[config.mk]
export PLATFORM = sky130hd
export DESIGN_NAME = adder_bist_controller
export DESIGN_NICKNAME = d
export VERILOG_FILES = /design/src/rtl/adder_bist_controller_pkg.sv /design/src/rtl/adder_bist_controller_vec_gen.sv /design/src/rtl/adder_bist_controller.sv
export SDC_FILE = /design/constraint.sdc
export NUM_CORES = 1
export LEC_CHECK = 0
export CORE_ASPECT_RATIO = 1.2
export CORE_MARGIN = 2
export CORE_UTILIZATION = 54
export CTS_CLUSTER_DIAMETER = 30
export CTS_CLUSTER_SIZE = 16
export DETAILED_ROUTE_END_ITERATION = 10
export PLACE_DENSITY_LB_ADDON = 0.2
export SETUP_SLACK_MARGIN = 0.3
export SLEW_MARGIN = 40
export SYNTH_ARGS = -nofsm -noshare
export SYNTH_HDL_FRONTEND = slang
export SYNTH_SLANG_ARGS = --single-unit
[constraint.sdc]
create_clock -name clk -period 5 [get_ports clk]
set_clock_uncertainty 0.15 [all_clocks]
set_input_delay 1 -clock clk [delete_from_list [all_inputs] [get_ports clk]]
set_output_delay 1 -clock clk [all_outputs]
set_load 0.02 [all_outputs]
[src/rtl/adder_bist_controller_pkg.sv]
//==============================================================================
// Module   : adder_bist_controller_pkg
// Brief    : Shared state encoding and width helpers for the adder BIST.
// Revision : 1.0
//==============================================================================
`default_nettype none

package adder_bist_controller_pkg;

    typedef enum logic [1:0] {
        ST_IDLE   = 2'd0,
        ST_SETTLE = 2'd1,
        ST_CHECK  = 2'd2,
        ST_DONE   = 2'd3
    } bist_state_e;

    // Vector layout is {c_0, b, a}, so one extra bit above the two operands.
    function automatic int vec_width(input int width);
        return 2 * width + 1;
    endfunction

    // One more bit than the vector so the count can hold the full vector total.
    function automatic int cnt_width(input int width);
        return 2 * width + 2;
    endfunction

    function automatic int wait_width(input int settle);
        return (settle > 1) ? $clog2(settle) : 1;
    endfunction

endpackage : adder_bist_controller_pkg

`default_nettype wire

[src/rtl/adder_bist_controller_vec_gen.sv]
//==============================================================================
// Module   : adder_bist_controller_vec_gen
// Brief    : Exhaustive vector counter whose register directly drives the adder.
// Revision : 1.0
//==============================================================================
`default_nettype none

module adder_bist_controller_vec_gen
    import adder_bist_controller_pkg::*;
#(
    parameter int WIDTH = 4
) (
    input  logic             clk,
    input  logic             rst,
    input  logic             i_clear,
    input  logic             i_advance,
    output logic             o_last,
    output logic [WIDTH-1:0] o_a,
    output logic [WIDTH-1:0] o_b,
    output logic             o_c0
);

    localparam int VW = vec_width(WIDTH);

    logic [VW-1:0] r_vec;

    always_ff @(posedge clk or posedge rst) begin
        if (rst) begin
            r_vec <= '0;
        end else if (i_clear) begin
            r_vec <= '0;
        end else if (i_advance) begin
            r_vec <= r_vec + VW'(1);
        end
    end

    assign o_last = &r_vec;
    assign o_a    = r_vec[WIDTH-1:0];
    assign o_b    = r_vec[2*WIDTH-1:WIDTH];
    assign o_c0   = r_vec[2*WIDTH];

endmodule : adder_bist_controller_vec_gen

`default_nettype wire

[src/rtl/adder_bist_controller.sv]
//==============================================================================
// Module   : adder_bist_controller
// Brief    : Exhaustive BIST driver/checker for a combinational WIDTH-bit adder.
// Revision : 1.0
//==============================================================================
`default_nettype none

module adder_bist_controller
    import adder_bist_controller_pkg::*;
#(
    parameter int WIDTH  = 4,
    parameter int SETTLE = 1
) (
    input  logic                 clk,
    input  logic                 rst,
    input  logic                 start,
    output logic [WIDTH-1:0]     dut_a,
    output logic [WIDTH-1:0]     dut_b,
    output logic                 dut_c0,
    input  logic [WIDTH-1:0]     dut_s,
    input  logic                 dut_c4,
    output logic                 busy,
    output logic                 done,
    output logic                 pass,
    output logic [2*WIDTH+1:0]   err_count,
    output logic                 fail_vld,
    output logic [2*WIDTH:0]     fail_vec
);

    localparam int                VW          = vec_width(WIDTH);
    localparam int                CW          = cnt_width(WIDTH);
    localparam int                WCW         = wait_width(SETTLE);
    localparam logic [WCW-1:0]    c_WCNT_INIT = WCW'(SETTLE - 1);

    bist_state_e      r_state;
    bist_state_e      w_state_nxt;
    logic [WCW-1:0]   r_wcnt;
    logic             w_start_sweep;
    logic             w_advance;
    logic             w_finish;
    logic             w_check;
    logic             w_last;
    logic [WIDTH:0]   w_expected;
    logic             w_mismatch;

    adder_bist_controller_vec_gen #(
        .WIDTH     (WIDTH)
    ) u_vec_gen (
        .clk       (clk),
        .rst       (rst),
        .i_clear   (w_start_sweep),
        .i_advance (w_advance),
        .o_last    (w_last),
        .o_a       (dut_a),
        .o_b       (dut_b),
        .o_c0      (dut_c0)
    );

    always_ff @(posedge clk or posedge rst) begin
        if (rst) begin
            r_state <= ST_IDLE;
        end else begin
            r_state <= w_state_nxt;
        end
    end

    always_comb begin
        w_state_nxt   = r_state;
        w_start_sweep = 1'b0;
        w_advance     = 1'b0;
        w_finish      = 1'b0;
        w_check       = 1'b0;
        case (r_state)
            ST_IDLE, ST_DONE: begin
                if (start) begin
                    w_start_sweep = 1'b1;
                    w_state_nxt   = ST_SETTLE;
                end
            end
            ST_SETTLE: begin
                if (r_wcnt == '0) begin
                    w_state_nxt = ST_CHECK;
                end
            end
            ST_CHECK: begin
                w_check = 1'b1;
                if (w_last) begin
                    w_finish    = 1'b1;
                    w_state_nxt = ST_DONE;
                end else begin
                    w_advance   = 1'b1;
                    w_state_nxt = ST_SETTLE;
                end
            end
            default: begin
                w_state_nxt = ST_IDLE;
            end
        endcase
    end

    // Adder outputs are only trusted in CHECK; anything seen while settling is ignored.
    assign w_expected = {1'b0, dut_a} + {1'b0, dut_b} + {{WIDTH{1'b0}}, dut_c0};
    assign w_mismatch = w_check && ({dut_c4, dut_s} != w_expected);

    always_ff @(posedge clk or posedge rst) begin
        if (rst) begin
            r_wcnt <= '0;
        end else if (w_start_sweep || w_advance) begin
            r_wcnt <= c_WCNT_INIT;
        end else if ((r_state == ST_SETTLE) && (r_wcnt != '0)) begin
            r_wcnt <= r_wcnt - WCW'(1);
        end
    end

    always_ff @(posedge clk or posedge rst) begin
        if (rst) begin
            busy      <= 1'b0;
            done      <= 1'b0;
            err_count <= '0;
            fail_vld  <= 1'b0;
            fail_vec  <= '0;
        end else if (w_start_sweep) begin
            busy      <= 1'b1;
            done      <= 1'b0;
            err_count <= '0;
            fail_vld  <= 1'b0;
            fail_vec  <= '0;
        end else begin
            if (w_mismatch) begin
                err_count <= err_count + CW'(1);
                if (!fail_vld) begin
                    fail_vld <= 1'b1;
                    fail_vec <= VW'({dut_c0, dut_b, dut_a});
                end
            end
            if (w_finish) begin
                busy <= 1'b0;
                done <= 1'b1;
            end
        end
    end

    assign pass = done && (err_count == '0);

endmodule : adder_bist_controller

`default_nettype wire
==> metrics, run 1 <==
initial antenna violation count=0; antenna fix cells=0; input/output buffers=39; area of the multi-input gates=962 um^2; Final GP Congestion=between 0.8 and 0.9; Routed WL per cell=16.0 um; Power Dens Cells=354 nW/um^2; CP required=5.03 ns; CTS hold repair buffers=0; element type at the critical path start=flip-flop; M1 GR Usage=0.262; core box area=3340 um^2; Initial DRC Count=50; CTS tree=built; DR DRC count=0; vias=1,541; GRT Max-Usage Layer=met2; Peak VDD IR=324 uV; largest net degree at the start of global routing=35; CTS resizes=0; Max-Cap Viols=0; vias per cell=5.77; Routed Antenna Nets=0; worst path arrival time=3.19 ns; FF/Latch Area=851 um^2; Tcrit/Tclk final=0.631; most common cell after layout, fill and taps aside=clkdlybuf4s50_1; hold path depth=2; asr flop ratio synth=1.00; GRT overflow=0; hold slack=approximately 0.34 ns; Crit Path Max Fanout=7; area growth from synthesis to layout=27.7%; Nets=248; syn_nets=approximately 210; GR Util All Layers=0.240; Final Hold Viols=0; FF+latch count, synth=34; vias in the first global route=1,616; static leakage=0.00104 uW; worst-case reg-to-reg path depth=10; Num CTS Buffers=5; Mapped Area=around 1900 um^2; area leader, netlist=dfrtp_1; first-pass GRT wire length=7.04 mm; dpl cell area=approximately 2300 um^2; 1st-pass router iterations=4; row count=23; clock slew at reported path FFs=approximately 0.070 ns; post-CTS setup buffer count=0; grt met2 use=0.422; CP Class=flip-flop to flip-flop; Syn. warnings=0; sequential cell area fraction in the yosys report=0.454; Synth Instances=188; H-Tree Depth=2; Final Util=0.717; most frequent cells in the layout=clkdlybuf4s50_1, dfrtp_1, nor2_1, nand2_1; final setup vio count=0; hpwl dp=3.03 mm; Tmin final=3.16 ns; top cell type's share of synthesized area=0.454; max-slew violations=0; CP endpoint kind=flip-flop; syn avg cell area=around 10 um^2; RSZ-0062 raised after global routing=no; fillers=254; Worst slew margin=0.536; Max Root-Sink Buffers=2; layout cell share with drive strength beyond 1=0.0783; Least-Margin Pin Slew=0.694 ns; TNS Setup=0 ns; Cell Count, Final, Fillers Out=between 200 and 300; top cells by area, synth=dfrtp_1, ha_1, mux2i_1, nor2_1, xnor2_1; clk_lat worst skew=0.29 ns; Vert. Die Dim=68.5 um; Max Freq=0.317 GHz; Top FF cell, synth=dfrtp_1; Chip Width=57.8 um; Hold Path Class=flip-flop to flip-flop; number of synthesized flops with an enable pin=0; met3 GRT Util=0.0634; final instance area=2390 um^2; Clock Tree Root=clkbuf_8; TritonCTS Sinks=34; Total Wirelength=4.28 mm; number of I/O pins=40; outcome=completed; Initial Util=0.561; die footprint=3960 um^2; DP Cell Count=between 200 and 300; synth unique cells=42; reg2reg setup slack=between 1.5 and 2 ns
registers in the layout, summed over array words and instances, names as in the netlist:
| register | cells |
|---|---|
| busy | 1 |
| done | 1 |
| err_count | 10 |
| fail_vec | 9 |
| fail_vld | 1 |
| r_state | 2 |
| r_wcnt | 1 |
| u_vec_gen.r_vec | 9 |
cells in the mapped netlist (all sizes together), types with 3 or more instances:
cell type / instances
clkbuf: 4
ha: 9
nand4: 5
dfrtp: 34
a211oi: 3
nor2: 27
and3: 3
xor2: 6
nand3: 5
xnor2: 9
nor4: 4
nand2: 16
mux2i: 10
a21oi: 9
inv: 11
o21ai: 5
power breakdown:
part / leakage (uW) / switching, uW / internal, uW
Clock: 0.0000472 / 101 / 111
Combinational: 0.000531 / 184 / 114
Sequential: 0.000463 / 33.8 / 303
per-layer routing:
layer  wire length, um  share of wire
met5                 0              0
met4               106          0.025
met3               194          0.045
met2              2210           0.52
met1              1770           0.41
critical path, cell delays in order (launching register included):
cell and delay, ns:
dfrtp_1 0.46, inv_1 0.12, fa_1 0.43, inv_1 0.09, fa_1 0.42, xnor2_1 0.18
nand2_1 0.11, nor4_4 0.48, and2_1 0.34, o311ai_0 0.19, o41ai_1 0.10
logic make-up after synthesis:
| kind of cell | Yosys count | share of synthesized area |
|---|---|---|
| DFF | 34 | 0.454 |
| xor gates and xnor gates | 15 | 0.0701 |
| and+or+nand+nor | 73 | 0.200 |
| muxes | 11 | 0.0594 |
| AOI/OAI and AO/OA | 27 | 0.0955 |
| buffers and inverters | 17 | 0.0401 |
| adders and majority gates | 11 | 0.0814 |
metrics by stage:
step | total power, uW | setup slack, ns
after floorplan | 541 | 2.07
after global placement | 618 | 1.60
after detailed placement | 638 | 1.75
after CTS | 851 | 1.86
after global routing | 898 | 1.64
final | 847 | 1.84
path summary, 6_finish.rpt:
check | end | start
worst max-delay path | err_count[8]$_DFFE_PP0P_ | u_vec_gen.r_vec[4]$_DFFE_PP0P_
worst min-delay path | busy$_DFFE_PP0P_ | busy$_DFFE_PP0P_
worst max register to register | err_count[8]$_DFFE_PP0P_ | u_vec_gen.r_vec[4]$_DFFE_PP0P_
worst min register to register | busy$_DFFE_PP0P_ | busy$_DFFE_PP0P_
max in group asynchronous | err_count[5]$_DFFE_PP0P_ | rst
min in group asynchronous | fail_vec[8]$_DFFE_PP0P_ | rst
area by class of cell:
| type | instances | area share |
|---|---|---|
| clock buffers | 6 | 0.0345 |
| well taps | 37 | 0.0193 |
| clock inverters | 2 | 0.00523 |
| flip-flops and latches | 34 | 0.355 |
| inverters | 11 | 0.0173 |
| repair buffers | 40 | 0.166 |
| multi-input cells | 137 | 0.402 |
No activity file was read; power rests on OpenSTA's default activity.
==> run 2: changes to the inputs <==
Settings changed: CORE_UTILIZATION 54 to 50.
Clock period 5 ns to 3.2 ns, I/O delays scaled along.
==> metrics, run 2 (same netlist as run 1, synthesis figures left out) <==
Worst path slowest cell=or4_1; Least-Margin Pin Slew=0.442 ns (-0.253 ns); Final GP Congestion=0.899 (+9.5%); final setup vio count=0 (unchanged); most frequent cells in the layout=clkdlybuf4s50_1, dfrtp_1, nor2_1, nand2_1, buf_4; Tmin final=2.82 ns (-0.335 ns); Top reg by flops=err_count; largest net degree at the start of global routing=35 (unchanged); most common cell after layout, fill and taps aside=clkdlybuf4s50_1; vias in the first global route=1,666 (+3.1%); fillers=278 (+9.4%); clock slew at reported path FFs=0.07 ns (about the same); Top cell by count, worst path=fa_2; area growth from synthesis to layout=34.6%; Clock Tree Root=clkbuf_8; antenna fix cells=0 (unchanged); element type at the critical path start=flip-flop; TritonCTS Sinks=34 (unchanged); Max Root-Sink Buffers=2 (unchanged); Regs by FF count=err_count (10), fail_vec (9), u_vec_gen.r_vec (9); GRT overflow=0 (unchanged); hpwl dp=3.19 mm (+5.4%); layout cell share with drive strength beyond 1=0.149 (+0.0705); Routed Antenna Nets=0 (unchanged); CP endpoint kind=flip-flop; Peak VDD IR=369 uV (+14%); clk_lat worst skew=0.29 ns (about the same); Power Dens Cells=549 nW/um^2 (+55%); Max-Cap Viols=0 (unchanged); Initial DRC Count=103 (+110%); TNS Setup=0 ns (unchanged); first-pass GRT wire length=7.63 mm (+8.4%); Num CTS Buffers=5 (unchanged); max-slew violations=0 (unchanged); 1st-pass router iterations=4 (unchanged); GR Util All Layers=0.237 (-0.00315); RSZ-0062 raised after global routing=yes; CP Class=flip-flop to flip-flop; CP cell instances=inv_1 -> fa_2 -> inv_2 -> fa_2 -> a21o_2 -> a21oi_2 -> xor2_2 -> buf_4 -> and2_2 -> or4_1 -> nand2_1; Total Wirelength=4.65 mm (+8.7%); vias per cell=5.78 (about the same); static leakage=0.00111 uW (+6.3%); die footprint=4260 um^2 (+7.5%); Vert. Die Dim=71.1 um (+3.7%); CTS tree=built; Final Util=0.700 (-0.0167); Nets=260 (+4.8%); crit-path leading delay family=simple AND/OR/NAND/NOR gates; worst path arrival time=2.90 ns (-0.29 ns); Chip Width=59.9 um (+3.7%); Final Hold Viols=0 (unchanged); Tcrit/Tclk final=0.882 (+0.250); Max Freq=0.354 GHz (+12%); number of I/O pins=40 (unchanged); vias=1,623 (+5.3%); Max stage delay on crit path=0.49 ns (about the same); row count=24 (+4.3%); CTS hold repair buffers=0 (unchanged); Crit Path Max Fanout=7 (unchanged); input/output buffers=39 (unchanged); Worst slew margin=0.706 (+0.170); initial antenna violation count=0 (unchanged); DR DRC count=0 (unchanged); CP required=3.28 ns (-1.75 ns); Hold Path Class=flip-flop to flip-flop; max reg flops=10 (unchanged); worst path bufs/invs=3 (+1); H-Tree Depth=2 (unchanged); Routed WL per cell=16.6 um (+3.3%); outcome=completed; core box area=3600 um^2 (+7.9%); Initial Util=0.520 (-0.0413)
-- run 2: cell types whose count changed in the layout (fill, tap and decap cells not counted), moves of 2 or more --
cell / change
fa_1: -2
fa_2: +2
buf_4: +11
a21oi_1: -2
-- run 2: cell type report --
class / count / area, um^2 / area share
multi-input cells: 137 / 990 / 0.392
flip-flops and latches: 34 / 852 / 0.338
repair buffers: 52 / 500 / 0.198
clock buffers: 7 / 86.3 / 0.0342
well taps: 39 / 48.8 / 0.0193
inverters: 11 / 41.3 / 0.0164
clock inverters: 1 / 5.00 / 0.00198
-- run 2: repair_timing --
action | CTS | global route
gates resized for setup | 1 | 7
setup buffers | 1 | 2
setup endpoints to repair | 15 | 14
hold endpoints to repair | 0 | 0
pin swaps | 2 | 6
-- run 2: per-layer routing --
layer / wire length [um] / GRT usage / share of wire
met1: 1840 / 0.280 / 0.40
met3: 222 / 0.0640 / 0.048
met2: 2510 / 0.397 / 0.54
met5: 0 / 0 / 0
met4: 78 / 0.101 / 0.017
-- run 2: path summary, 6_finish.rpt --
| kind | startpoint | end | slack [ns] | cells after the start |
|---|---|---|---|---|
| max | u_vec_gen.r_vec[4]$_DFFE_PP0P_ | err_count[6]$_DFFE_PP0P_ | 0.38 | 11 |
| min | busy$_DFFE_PP0P_ | busy$_DFFE_PP0P_ | 0.34 | 2 |
| max reg2reg | u_vec_gen.r_vec[4]$_DFFE_PP0P_ | err_count[6]$_DFFE_PP0P_ | 0.38 | 11 |
| min reg2reg | busy$_DFFE_PP0P_ | busy$_DFFE_PP0P_ | 0.34 | 2 |
| max in group asynchronous | rst | u_vec_gen.r_vec[0]$_DFFE_PP0P_ | 1.97 | 3 |
| min in group asynchronous | rst | r_state[0]$_DFFE_PP0P_ | 0.60 | 3 |
-- run 2: worst min-delay path, stage by stage, from the launching register on --
cell and delay, ns:
dfrtp_1 0.34, nand2_1 0.05, nand2_1 0.06
-- run 2: power breakdown --
group          internal, uW  switching [uW]
registers               475            43.0
clock network           174             158
logic                   218             317
-- run 2: per-stage QoR --
step | instances | power, uW | instance area, um^2 | hold WS [ns] | worst slack, ns
after floorplan | 188 | 846 | 1880 | 0.353 | 0.318
after global placement | 270 | 997 | 2360 | 0.313 | 0.114
after detailed placement | 270 | 1030 | 2370 | 0.319 | 0.218
after CTS | 279 | 1370 | 2480 | 0.335 | 0.312
after global routing | 281 | 1460 | 2520 | 0.378 | 0.231
final | 281 | 1380 | 2520 | 0.335 | 0.379
==> run 3: changes to the inputs <==
Settings changed: ABC_CLOCK_PERIOD_IN_PS set to 3370, CORE_UTILIZATION 50 to 54, HOLD_SLACK_MARGIN set to 0.1.
Clock period 3.2 ns to 3.37 ns, I/O delays scaled along.
==> metrics, run 3 (same netlist as run 1, synthesis figures left out) <==
outcome=completed; first-pass GRT wire length=7.09 mm (-7.1%); CP endpoint kind=flip-flop; static leakage=0.00108 uW (-2.6%); Power Dens Cells=523 nW/um^2 (-4.8%); GRT overflow=0 (unchanged); Max-Cap Viols=0 (unchanged); CP Class=flip-flop to flip-flop; area growth from synthesis to layout=31.5%; TritonCTS Sinks=34 (unchanged); Switching Fraction=0.372 (-0.00205); Final Util=0.738 (+0.0380); Chip Width=57.8 um (-3.5%); Max Freq=0.342 GHz (-3.4%); most frequent cells in the layout=clkdlybuf4s50_1, dfrtp_1, nor2_1, nand2_1; Routed WL per cell=15.6 um (-5.5%); Comb pwr share=0.366 (-0.021); max reg flops=10 (unchanged); layout cell share with drive strength beyond 1=0.119 (-0.0301); Tmin final=2.92 ns (+0.0987 ns); Clock power frac=0.246 (+0.006); TNS Setup=0 ns (unchanged); Initial Util=0.561 (+0.0413); Regs by FF count=err_count (10), fail_vec (9), u_vec_gen.r_vec (9); Clock Tree Root=clkbuf_8; row count=23 (-4.2%); Worst slew margin=0.640 (-0.0654); antenna fix cells=0 (unchanged); M1 GR Usage=0.273 (-0.00665); clk_lat worst skew=0.30 ns (about the same); DR DRC count=0 (unchanged); number of I/O pins=40 (unchanged); max-slew violations=0 (unchanged); die footprint=3960 um^2 (-7.0%); met3 GRT Util=0.0616 (-0.00242); Top reg by flops=err_count; CP required=3.38 ns (+0.10 ns); core box area=3340 um^2 (-7.4%); sw power=480 uW (-7.5%); final worst setup slack=0.450 ns (+0.0713 ns); clock slew at reported path FFs=0.07 ns (about the same); Peak VDD IR=441 uV (+20%); vias in the first global route=1,532 (-8.0%); largest net degree at the start of global routing=35 (unchanged); Final GP Congestion=0.868 (-3.5%); input/output buffers=39 (unchanged); Hold Path Class=flip-flop to flip-flop; RSZ-0062 raised after global routing=no; Vert. Die Dim=68.5 um (-3.6%); CTS tree=built; vias per cell=5.64 (-2.3%); hpwl dp=3.02 mm (-5.3%); grt met2 use=0.420 (+0.0231); total power=1290 uW (-7.0%); Total Wirelength=4.27 mm (-8.2%); 1st-pass router iterations=4 (unchanged); Max Root-Sink Buffers=2 (unchanged); Nets=254 (-2.3%); initial antenna violation count=0 (unchanged); P_int=808 uW (-6.7%); Final Hold Viols=0 (unchanged); Num CTS Buffers=5 (unchanged); H-Tree Depth=2 (unchanged); final setup vio count=0 (unchanged); Routed Antenna Nets=0 (unchanged); Least-Margin Pin Slew=0.540 ns (+0.0981 ns); GRT Max-Usage Layer=met2; Tcrit/Tclk final=0.867 (-0.0152); Initial DRC Count=42 (-59%); Crit Path Max Fanout=10 (+3); vias=1,541 (-5.1%); GR Util All Layers=0.242 (+0.00496); Seq pwr share=0.387 (+0.013); most common cell after layout, fill and taps aside=clkdlybuf4s50_1; element type at the critical path start=flip-flop; worst path arrival time=2.93 ns (+0.03 ns); pre-CTS WS=0.268 ns (+0.0508 ns)
-- run 3: timing repair --
item | CTS | global route
gates resized for setup | 0 | 5
setup buffers | 1 | 3
hold buffers | 0 | 0
setup endpoints to repair | 8 | 17
pin swaps | 2 | 2
-- run 3: final cells by class --
type	count	area [um^2]
multi-input cells	137	978
fillers	245	873
flip-flops and latches	34	852
repair buffers	46	455
clock buffers	7	86.3
well taps	37	46.3
inverters	11	41.3
clock inverters	1	5.00
-- run 3: critical path, stage by stage, from the launching register on --
cell      delay, ns
dfrtp_1        0.41
inv_1          0.10
fa_1           0.40
inv_1          0.08
fa_1           0.43
xnor2_1        0.17
nand2_1        0.10
nor4_4         0.28
buf_4          0.19
a211oi_4       0.07
buf_12         0.16
mux2i_1        0.19
nor2_1         0.06
-- run 3: routing by layer --
layer,up-vias,part of all wire
met5,-,0
met4,0,0.020
met3,8,0.043
met2,40,0.53
met1,746,0.41
li1,747,-
-- run 3: power by group through the flow --
| stage | registers [uW] | logic [uW] | clock network, uW |
|---|---|---|---|
| after global placement | 500 | 427 | 0 |
| after detailed placement | 505 | 449 | 0 |
| after CTS | 498 | 465 | 320 |
| final | 499 | 472 | 317 |
| after global routing | 505 | 520 | 336 |
| after floorplan | 530 | 272 | 0 |
-- run 3: per-stage QoR --
stage / std cells / hold WS [ns] / area (um^2)
2_1_floorplan: 188 / 0.353 / 1870
3_3_place_gp: 261 / 0.315 / 2300
3_5_place_dp: 261 / 0.324 / 2310
4_1_cts: 270 / 0.341 / 2420
5_1_grt: 273 / 0.384 / 2460
6_report: 273 / 0.335 / 2460
-- run 3: worst paths after layout --
| kind | start | endpoint | slack (ns) | cells past startpoint |
|---|---|---|---|---|
| min reg2reg | busy$_DFFE_PP0P_ | busy$_DFFE_PP0P_ | 0.34 | 2 |
| min | busy$_DFFE_PP0P_ | busy$_DFFE_PP0P_ | 0.34 | 2 |
| min in group asynchronous | rst | err_count[4]$_DFFE_PP0P_ | 0.64 | 3 |
| max | u_vec_gen.r_vec[4]$_DFFE_PP0P_ | fail_vec[8]$_DFFE_PP0P_ | 0.45 | 12 |
| max in group asynchronous | rst | u_vec_gen.r_vec[0]$_DFFE_PP0P_ | 2.09 | 3 |
| max reg2reg | u_vec_gen.r_vec[4]$_DFFE_PP0P_ | fail_vec[8]$_DFFE_PP0P_ | 0.45 | 12 |
